$ cat src/rtl/draw_bridge.sv
// Drawbridge controller: car interlock, raise/lower sequencing,
// limit-switch fault detection and registered light/motor/alarm.
module draw_bridge (
  input  logic       Clk,
  input  logic       Reset,
  input  logic       CAIN,
  input  logic       CAO,
  input  logic       MD,
  input  logic       PB,
  input  logic       BS,
  input  logic       H,
  input  logic       L,
  output logic       MT,
  output logic       AL,
  output logic       TFL,
  output logic [1:0] State
);

  typedef enum logic [1:0] {
    FLAT     = 2'd0,
    LIFTING  = 2'd1,
    UPRIGHT  = 2'd2,
    LOWERING = 2'd3
  } state_e;

  state_e     state_q, state_d;
  logic [3:0] cnt_q, cnt_d;
  logic       mt_q, mt_d;
  logic       al_q, al_d;
  logic       tfl_q, tfl_d;

  logic raise, lower, fault;

  assign raise = MD ? PB : BS;
  assign lower = MD ? PB : ~BS;
  assign fault = (H & L) | (H & (state_q == LOWERING));

  // Car counter: saturating up/down, simultaneous in/out cancels
  always_comb begin
    cnt_d = cnt_q;
    if (CAIN && !CAO && cnt_q != 4'hF)
      cnt_d = cnt_q + 4'd1;
    else if (CAO && !CAIN && cnt_q != 4'h0)
      cnt_d = cnt_q - 4'd1;
  end

  // Next state and registered outputs derived from it
  always_comb begin
    state_d = state_q;
    if (!fault) begin
      unique case (state_q)
        FLAT:
          if (raise && cnt_q == 4'd0) state_d = LIFTING;
        LIFTING:
          if (H) state_d = UPRIGHT;
        UPRIGHT:
          if (lower) state_d = LOWERING;
        LOWERING:
          if (L) state_d = FLAT;
        default: state_d = FLAT;
      endcase
    end
    mt_d  = ~fault &
            ((state_d == LIFTING) | (state_d == LOWERING));
    al_d  = fault;
    tfl_d = (state_d != FLAT) | raise;
  end

  // State, counter and output registers with synchronous reset
  always_ff @(posedge Clk) begin
    if (!Reset) begin
      state_q <= FLAT;
      cnt_q   <= 4'd0;
      mt_q    <= 1'b0;
      al_q    <= 1'b0;
      tfl_q   <= 1'b0;
    end else begin
      state_q <= state_d;
      cnt_q   <= cnt_d;
      mt_q    <= mt_d;
      al_q    <= al_d;
      tfl_q   <= tfl_d;
    end
  end

  assign MT    = mt_q;
  assign AL    = al_q;
  assign TFL   = tfl_q;
  assign State = state_q;

endmodule

$ cat config.mk
export PLATFORM = sky130hd
export DESIGN_NAME = draw_bridge
export DESIGN_NICKNAME = d
export VERILOG_FILES = /design/src/rtl/draw_bridge.sv
export SDC_FILE = /design/constraint.sdc
export NUM_CORES = 1
export LEC_CHECK = 0
export BUFFER_PORTS_ARGS = -buffer_cell sky130_fd_sc_hd__clkbuf_2
export CAP_MARGIN = 20
export CORE_AREA = 2 2 39 41
export DETAILED_ROUTE_END_ITERATION = 6
export DIE_AREA = 0 0 41 43
export PLACE_DENSITY = 0.67
export SLEW_MARGIN = 20
export SYNTH_ARGS = -nofsm -noshare
export SYNTH_HDL_FRONTEND = slang
export SYNTH_SLANG_ARGS = --single-unit
$ cat constraint.sdc
create_clock -name Clk -period 2.7 [get_ports Clk]
set_input_delay 0.27 -clock Clk [delete_from_list [all_inputs] [get_ports Clk]]
set_output_delay 0.27 -clock Clk [all_outputs]
set_load 0.03 [all_outputs]
==> After elaboration in Yosys (flattened, before gate mapping) <==
Index checks and enable logic that the tools add are counted.
{ "totals": {"register_bits": 9, "elab_cells": 43} }
{ "classes": {"n_addsub": 2, "eq_ne": 6, "n_mux": 10, "bitwise_logic": 8, "reduce_logical": 12} }
{ "ops": {"columns": ["op", "n"], "rows": [
  ["$mux 2", 5],
  ["$mux 4", 2],
  ["$pmux 2 s4", 1],
  ["$eq 2x2->1 const B", 3],
  ["$logic_and 1x1->1", 5],
  ["$add 4x1->4 const B", 1],
  ["$eq 2x1->1 const B", 2],
  ["$logic_not 4->1", 1],
  ["$ne 4x4->1 const B", 1],
  ["$reduce_bool 2->1", 2],
  ["$reduce_bool 4->1", 1],
  ["$sub 4x1->4 const B", 1],
  ["$and 1x1->1", 3],
  ["$or 1x1->1", 3],
  ["$logic_not 1->1", 2],
  ["$logic_not 2->1", 1],
  ["$mux 1", 2],
  ["$not 1->1", 2]
]} }

==> Logic depth before layout (Yosys ltp) <==
Gate-level depths: netlist of run 1.
{ "logic_depth": {"ltp_word": 8, "mapped_depth": 7, "ltp_nobuf": 7} }

==> Worst setup path after synthesis of run 1 <==
OpenSTA, ideal clock, no wires.
{ "synth_path": {"path_kind": "register -> register", "from": "reg cnt_q[0]", "to": "reg cnt_q[3]", "setup_time_ns": 0.118, "arrival_ns": 1.785, "setup_slack_ns": 0.797, "stages_incl_launch_ff": 8, "path_buffers": 0, "cell_sequence": "dfxtp_1 nand4_1 nand2_1 ha_1 a21o_1 a2111oi_0 o21ba_1 mux2i_1"} }
{ "synth_via": {"elab_chain_len": 3, "elab_cells_between_ends": 9} }
{ "synth_lines": {"columns": ["element", "line_no", "source"], "rows": [
  ["start, declared", "27", "logic [3:0] cnt_q, cnt_d;"],
  ["start signal, assigned", "79", "cnt_q <= cnt_d;"],
  ["$sub 4x1->4 (tied with other cells)", "44", "cnt_d = cnt_q - 4'd1;"],
  ["$mux 4 (tied with other cells)", "43", "else if (CAO && !CAIN && cnt_q != 4'h0)"],
  ["$mux 4 or $reduce_bool 2->1 (tied branches)", null, null]
]} }
Parallel ways exist; a longest one is shown, timed or not. The select of a mux whose other input is x is not followed.
A chain may end at the register's enable or synchronous reset.

==> Final worst setup path of run 1 <==
Ends and elaborated chain as after synthesis.

==> impl_metrics.py, run 1 <==
metrics = {
    "floorplan": {
        "die_h_um": 43,
        "die_area_um2": 1760,
        "coreArea_um2": 1380,
        "rows": 14,
        "chipWidth_um": 41,
        "pin_count": 14,
        "initial_core_util_pct": 38.9,
    },
    "setup_path": {
        "startpoint": "cnt_q[0]$_SDFFE_PN0P_",
        "max_stage_delay_ns": 0.47,
        "cpLargestDelayFamily": "compound AO/OA/AOI/OAI gates",
        "start_kind": "flop",
        "required_ns": 2.84,
        "cp-end-kind": "flop",
        "r2r-start": "cnt_q[0]$_SDFFE_PN0P_",
        "crit_path_end": "cnt_q[3]$_SDFFE_PN0P_",
        "regToRegSetupSlack_ns": 0.64,
        "reg2regPathDepth": 7,
        "cp_slowest_cell": "dfxtp_1",
        "critPathKind": "reg -> reg",
        "cp_num_buf_inv": 0,
        "arrival_ns": 2.19,
        "path_cells": "nand4_1, nand2_1, ha_1, a21o_1, a2111oi_0, o21ba_1, mux2i_1",
        "r2r-end": "cnt_q[3]$_SDFFE_PN0P_",
        "cp.depth": 7,
        "path_max_fanout": 5,
    },
    "timing": {
        "fmax_mhz": 486,
        "finalCriticalPeriod_ns": 2.06,
        "setup_ws_ns": 0.644,
        "slew_headroom_pct": 76.6,
        "hold_viol": 0,
        "maxSlewViolCount": 0,
        "tns_ns": 0,
        "worst_pin_slew_ns": 0.351,
        "rsz0062_at_grt": "no",
        "skew_ns": 0.00334,
        "fin_crit_sh_pct": 76.2,
        "finalSetupViolCount": 0,
    },
    "logic_synthesis": {
        "postSynthCellCount": 54,
        "syn_area_um2": 538,
        "ys_seq_area_share_pct": 33.5,
        "synth.distinct_cells": 26,
        "ys_warn_count": 0,
        "syn_area_per_cell_um2": 9.96,
        "async_reset_ff_share_pct": 0,
        "synthesis.nets": 66,
        "synth_edf_count": 0,
        "ys_ff_latch": 9,
        "synth_top_area_share_pct": 33.5,
        "yosysTopAreaCell": "dfxtp_1",
        "synth_ff_type": "dfxtp_1",
        "synthTopCellsByArea": "dfxtp_1 33%, mux2i_1 5.6%, a21oi_1 4.7%",
    },
    "final_layout": {
        "layout.nets": 82,
        "mostFrequentLayoutCell": "clkbuf_2",
        "final_cell_mix": "13 x clkbuf_2, 9 x dfxtp_1, 5 x nand2_1, 5 x a21oi_1, 4 x nor2_1",
        "fill_cells": 135,
        "syn2layout_area_growth_pct": 19.1,
        "drive_above_1_share_pct": 30.4,
        "diodes": 0,
        "multi_input_area_um2": 342,
        "design_area_um2": 641,
        "regArea_um2": 180,
    },
    "power": {
        "p_comb_share_pct": 38.3,
        "p_total_w": 0.000481,
        "switching_share_pct": 35.7,
        "intPower_w": 0.000310,
        "p_leak_nw": 0.296,
        "irDropWorstVdd_mv": 0.473,
        "power.share.clock_pct": 20.4,
        "p_sw_w": 0.000172,
        "seq_power_share_pct": 41.3,
        "powerDensity_nw_per_um2": 751,
    },
    "detailed_routing": {
        "routed_via_density": 5.38,
        "vias": 457,
        "drcViolationCount": 0,
        "drt.antenna.violating_nets": 0,
        "first_iter_violations": 7,
        "drt_wl_total_um": 938,
        "dr.pass1.iters": 4,
        "avgRoutedWirePerCell_um": 11.0,
    },
    "clocking": {
        "cts_setup_buffers": 0,
        "hold_buffers": 0,
        "cts_tree": "yes",
        "cts_resized": 0,
        "clkTransAtPathRegs_ns": 0.06,
        "numCtsBuffers": 3,
        "root_buffer": "clkbuf_4",
        "clk_path_buf_depth": 2,
        "cts_sinks": 9,
        "clock_latency_ns": 0.25,
        "h-tree-depth": 1,
    },
    "job": {
        "cap_violations": 0,
    },
    "status": {
        "run_status": "finished clean",
    },
    "placed_design": {
        "portBuffers": 13,
        "placed_area_um2": 614,
        "gp_congestion": 0.679,
        "place_ws_ns": 0.614,
        "dp_hpwl_um": 753,
    },
    "global_route": {
        "overflow": 0,
        "grt_max_degree": 10,
        "grt_antenna_before_repair": 0,
        "grt_pass1_wl_um": 1570,
        "grt_pass1_vias": 410,
        "track_usage_pct": 12.7,
    },
    "min_path": {
        "worstHoldPathType": "in -> reg",
    },
}
## per-stage QoR
stage          std cells  util, %  hold slack, ns
3_5_place_dp          81     44.4           0.532
6_report              85     46.3           0.298
5_1_grt               85     46.3           0.298
2_1_floorplan         54        -           0.387
3_3_place_gp          81     44.4           0.523
4_1_cts               85     46.3           0.288
## state kept, by name, indices dropped and copies added (netlist names)
register / count
State: 2
MT: 1
TFL: 1
AL: 1
cnt_q: 4
## worst min path at each step
stage	startpoint	endpoint	slack, ns	cells past startpoint
after floorplan	L	AL$_SDFF_PN0_	0.39	2
after global placement	cnt_q[3]$_SDFFE_PN0P_	cnt_q[3]$_SDFFE_PN0P_	0.52	2
after detailed placement	cnt_q[3]$_SDFFE_PN0P_	cnt_q[3]$_SDFFE_PN0P_	0.53	2
after CTS	L	State[1]$_SDFF_PN0_	0.29	2
after global routing	H	AL$_SDFF_PN0_	0.30	3
final	L	AL$_SDFF_PN0_	0.30	3
## logic make-up (layout without fill, tap and decap cells)
family | after synthesis | after routing | synth area share [%]
AOI/OAI and AO/OA | 15 | 15 | 22.6
buffers and inverters | 4 | 19 | 3.02
adders and majority gates | 3 | 3 | 8.37
and+or+nand+nor | 17 | 17 | 20.9
DFF | 9 | 9 | 33.5
muxes | 4 | 4 | 8.37
xor gates and xnor gates | 2 | 2 | 3.26
## synthesized netlist by cell type (all sizes together) (2+ instances only)
library cell and instances:
nand2 5, mux2i 3, nor2 4, ha 2
a21oi 5, xor2 2, nor2b 2, clkbuf 2
nand2b 3, inv 2, o2111ai 2, dfxtp 9
## metal layers
layer | routed length (µm) | vias up | global-route usage [%] | share of wire [%]
met2 | 463 | 18 | 19.4 | 49
met1 | 404 | 207 | 15.7 | 43
met3 | 70 | 0 | 6.81 | 7.5
met4 | 0 | 0 | 2.00 | 0
met5 | 0 | - | 0 | 0
li1 | - | 232 | - | -
## power groups by stage
stage               clock [W]  combinational [W]  sequential [W]
floorplan                   0           0.000125        0.000219
global placement            0           0.000185        0.000201
detailed placement          0           0.000186        0.000201
CTS                  0.000103           0.000187        0.000198
global route         0.000113           0.000203        0.000205
finish              0.0000980           0.000185        0.000199
## worst min-delay path: stages
cell      delay [ns]
clkbuf_2        0.11
a21oi_1         0.05
nor2_1          0.08
## final cells by class
| class | count | share of cell area [%] |
|---|---|---|
| flip-flops and latches | 9 | 28.1 |
| clock buffers | 4 | 4.10 |
| inverters | 2 | 1.17 |
| well taps | 16 | 3.13 |
| repair buffers | 13 | 10.2 |
| multi-input cells | 41 | 53.3 |
No activity file was read; power rests on OpenSTA's default activity.
==> run 2: changes to the inputs <==
--- a/config.mk
+++ b/config.mk
@@ -10,7 +10,7 @@
 export CORE_AREA = 2 2 39 41
 export DETAILED_ROUTE_END_ITERATION = 6
 export DIE_AREA = 0 0 41 43
-export PLACE_DENSITY = 0.67
+export PLACE_DENSITY = 0.69
 export SLEW_MARGIN = 20
 export SYNTH_ARGS = -nofsm -noshare
 export SYNTH_HDL_FRONTEND = slang
==> constraint.sdc (replaced) <==
create_clock -name Clk -period 1.8 [get_ports Clk]
set_input_delay 0.18 -clock Clk [delete_from_list [all_inputs] [get_ports Clk]]
set_output_delay 0.18 -clock Clk [all_outputs]
set_load 0.03 [all_outputs]
==> run 2 against run 1 <==
  * Sequential share of layout area fell by 3.5 points
  * Power up 76%
  * Die area stayed put
  * Fmax increased by 20%
  * Largest power group is now combinational cells
  * Combinational power up 120%
  * Via count grew 7.0%
  * Largest cell class unchanged
  * Routed wire length rose by 21%
  * Clock-buffer cell count unchanged
  * Clock power rose by 66%
  * Worst hold slack worse by 0.11 ns
  * Utilization up 8.0 points
==> impl_metrics.py, run 2 (synthesis gave the netlist of run 1 again) <==
metrics = {
    "timing": {
        "hold_viol": 0,
        "fin_crit_sh_pct": 95.5,
        "fmax_mhz": 581,
        "slew_headroom_pct": 74.0,
        "worst_pin_slew_ns": 0.387,
        "finalCriticalPeriod_ns": 1.72,
        "maxSlewViolCount": 0,
        "rsz0062_at_grt": "no",
        "setup_ws_ns": 0.0802,
        "skew_ns": 0.00451,
        "finalSetupViolCount": 0,
    },
    "job": {
        "cap_violations": 0,
    },
    "final_layout": {
        "layout.nets": 89,
        "multi_input_area_um2": 394,
        "regMostFlops": "cnt_q",
        "fill_cells": 136,
        "diodes": 0,
        "mostFrequentLayoutCell": "clkbuf_2",
        "final_cell_mix": "13 x clkbuf_2, 7 x buf_4, 5 x dfxtp_1, 5 x a21oi_1",
        "largest_reg_flops": 4,
        "postLayoutCoreUtil_pct": 54.2,
        "design_area_um2": 751,
        "layout.cells.non_filler": 92,
        "drive_above_1_share_pct": 48.7,
        "regArea_um2": 185,
        "syn2layout_area_growth_pct": 39.5,
    },
    "clocking": {
        "cts_setup_buffers": 0,
        "numCtsBuffers": 3,
        "clkTransAtPathRegs_ns": 0.06,
        "hold_buffers": 0,
        "cts_tree": "yes",
        "h-tree-depth": 1,
        "root_buffer": "clkbuf_4",
        "clock_latency_ns": 0.27,
        "clk_path_buf_depth": 2,
        "cts_sinks": 9,
    },
    "placed_design": {
        "dp_hpwl_um": 859,
        "portBuffers": 13,
        "dp.cells": 88,
        "place_ws_ns": -0.0686,
        "placed_area_um2": 673,
        "gp_congestion": 0.711,
    },
    "floorplan": {
        "die_area_um2": 1760,
        "die_h_um": 43,
        "coreArea_um2": 1380,
        "rows": 14,
        "pin_count": 14,
        "initial_core_util_pct": 38.9,
        "chipWidth_um": 41,
    },
    "power": {
        "power.share.clock_pct": 19.2,
        "switching_share_pct": 36.9,
        "seq_power_share_pct": 32.4,
        "powerDensity_nw_per_um2": 1130,
        "p_total_w": 0.000849,
        "p_leak_nw": 0.336,
        "irDropWorstVdd_mv": 0.586,
        "intPower_w": 0.000536,
        "p_sw_w": 0.000313,
        "p_comb_share_pct": 48.4,
    },
    "global_route": {
        "grt_pass1_vias": 506,
        "grt_max_degree": 10,
        "grt_antenna_before_repair": 0,
        "grt_pass1_wl_um": 2030,
        "overflow": 0,
        "track_usage_pct": 17.4,
    },
    "detailed_routing": {
        "drt.antenna.violating_nets": 0,
        "routed_via_density": 5.32,
        "drcViolationCount": 0,
        "first_iter_violations": 2,
        "dr.pass1.iters": 2,
        "drt_wl_total_um": 1140,
        "avgRoutedWirePerCell_um": 12.4,
        "vias": 489,
    },
    "setup_path": {
        "critPathKind": "reg -> reg",
        "cp-end-kind": "flop",
        "start_kind": "flop",
        "reg2regPathDepth": 7,
        "required_ns": 1.96,
        "r2r-start": "cnt_q[2]$_SDFFE_PN0P_",
        "path_max_fanout": 3,
        "regToRegSetupSlack_ns": 0.08,
        "arrival_ns": 1.88,
        "r2r-end": "cnt_q[3]$_SDFFE_PN0P_",
    },
    "min_path": {
        "holdPathEnd": "AL$_SDFF_PN0_",
        "hold-path-cell-count": 3,
        "worstHoldPathType": "in -> reg",
        "min_from": "H",
    },
    "status": {
        "run_status": "finished clean",
    },
}
-- run 2: changes by cell type in the layout (fill, tap and decap cells not counted) --
cell / before / now
a2111oi_0: 1 / 0
o21ba_1: 1 / 0
o21ba_4: 0 / 1
nand2_2: 0 / 1
a2111oi_4: 0 / 1
ha_4: 0 / 2
dfxtp_2: 0 / 4
ha_1: 2 / 0
dfxtp_1: 9 / 5
nand2_1: 5 / 4
buf_4: 0 / 7
-- run 2: final cells by class --
class	instances	share of cell area, %
Multi-Input combinational cell	41	52.5
Tap cell	16	2.67
Inverter	2	1.00
Sequential cell	9	24.7
Timing Repair Buffer	20	15.7
Clock buffer	4	3.50
-- run 2: how the worst max path moves through the flow --
stage | startpoint | end | slack, ns
after floorplan | cnt_q[0]$_SDFFE_PN0P_ | cnt_q[3]$_SDFFE_PN0P_ | 0.008
after global placement | CAIN | cnt_q[3]$_SDFFE_PN0P_ | 0.06
after detailed placement | CAIN | cnt_q[3]$_SDFFE_PN0P_ | -0.07
after CTS | cnt_q[0]$_SDFFE_PN0P_ | cnt_q[3]$_SDFFE_PN0P_ | 0.02
after global routing | cnt_q[3]$_SDFFE_PN0P_ | cnt_q[3]$_SDFFE_PN0P_ | 0.007
final | cnt_q[2]$_SDFFE_PN0P_ | cnt_q[3]$_SDFFE_PN0P_ | 0.08
-- run 2: stage by stage --
| stage | setup TNS [ns] | hold WS [ns] |
|---|---|---|
| floorplan | 0 | 0.297 |
| global placement | 0 | 0.464 |
| detailed placement | -0.0686 | 0.469 |
| CTS | 0 | 0.182 |
| global route | 0 | 0.206 |
| finish | 0 | 0.188 |
-- run 2: layer usage --
| layer | global-route usage (%) | wire length [µm] |
|---|---|---|
| met5 | 0 | 0 |
| met4 | 6.00 | 19 |
| met3 | 4.71 | 46 |
| met2 | 32.8 | 648 |
| met1 | 16.2 | 424 |
-- run 2: what timing repair did --
action / CTS / global route
pin swaps: 0 / 4
endpoints found under the setup margin: 1 / 1
resized for setup: 2 / 5
-- run 2: critical path: stages (launching register included) --
cell	delay, ns
dfxtp_2	0.33
nand4_1	0.15
nand2_2	0.14
buf_4	0.15
ha_4	0.21
a2111oi_4	0.34
o21ba_4	0.20
mux2i_1	0.11
-- run 2: power groups by stage --
stage	Clock (W)	Sequential [W]	Combinational, W
finish	0.000163	0.000275	0.000411
global route	0.000178	0.000279	0.000448
CTS	0.000170	0.000274	0.000367
detailed placement	0	0.000278	0.000354
global placement	0	0.000278	0.000345
floorplan	0	0.000332	0.000189
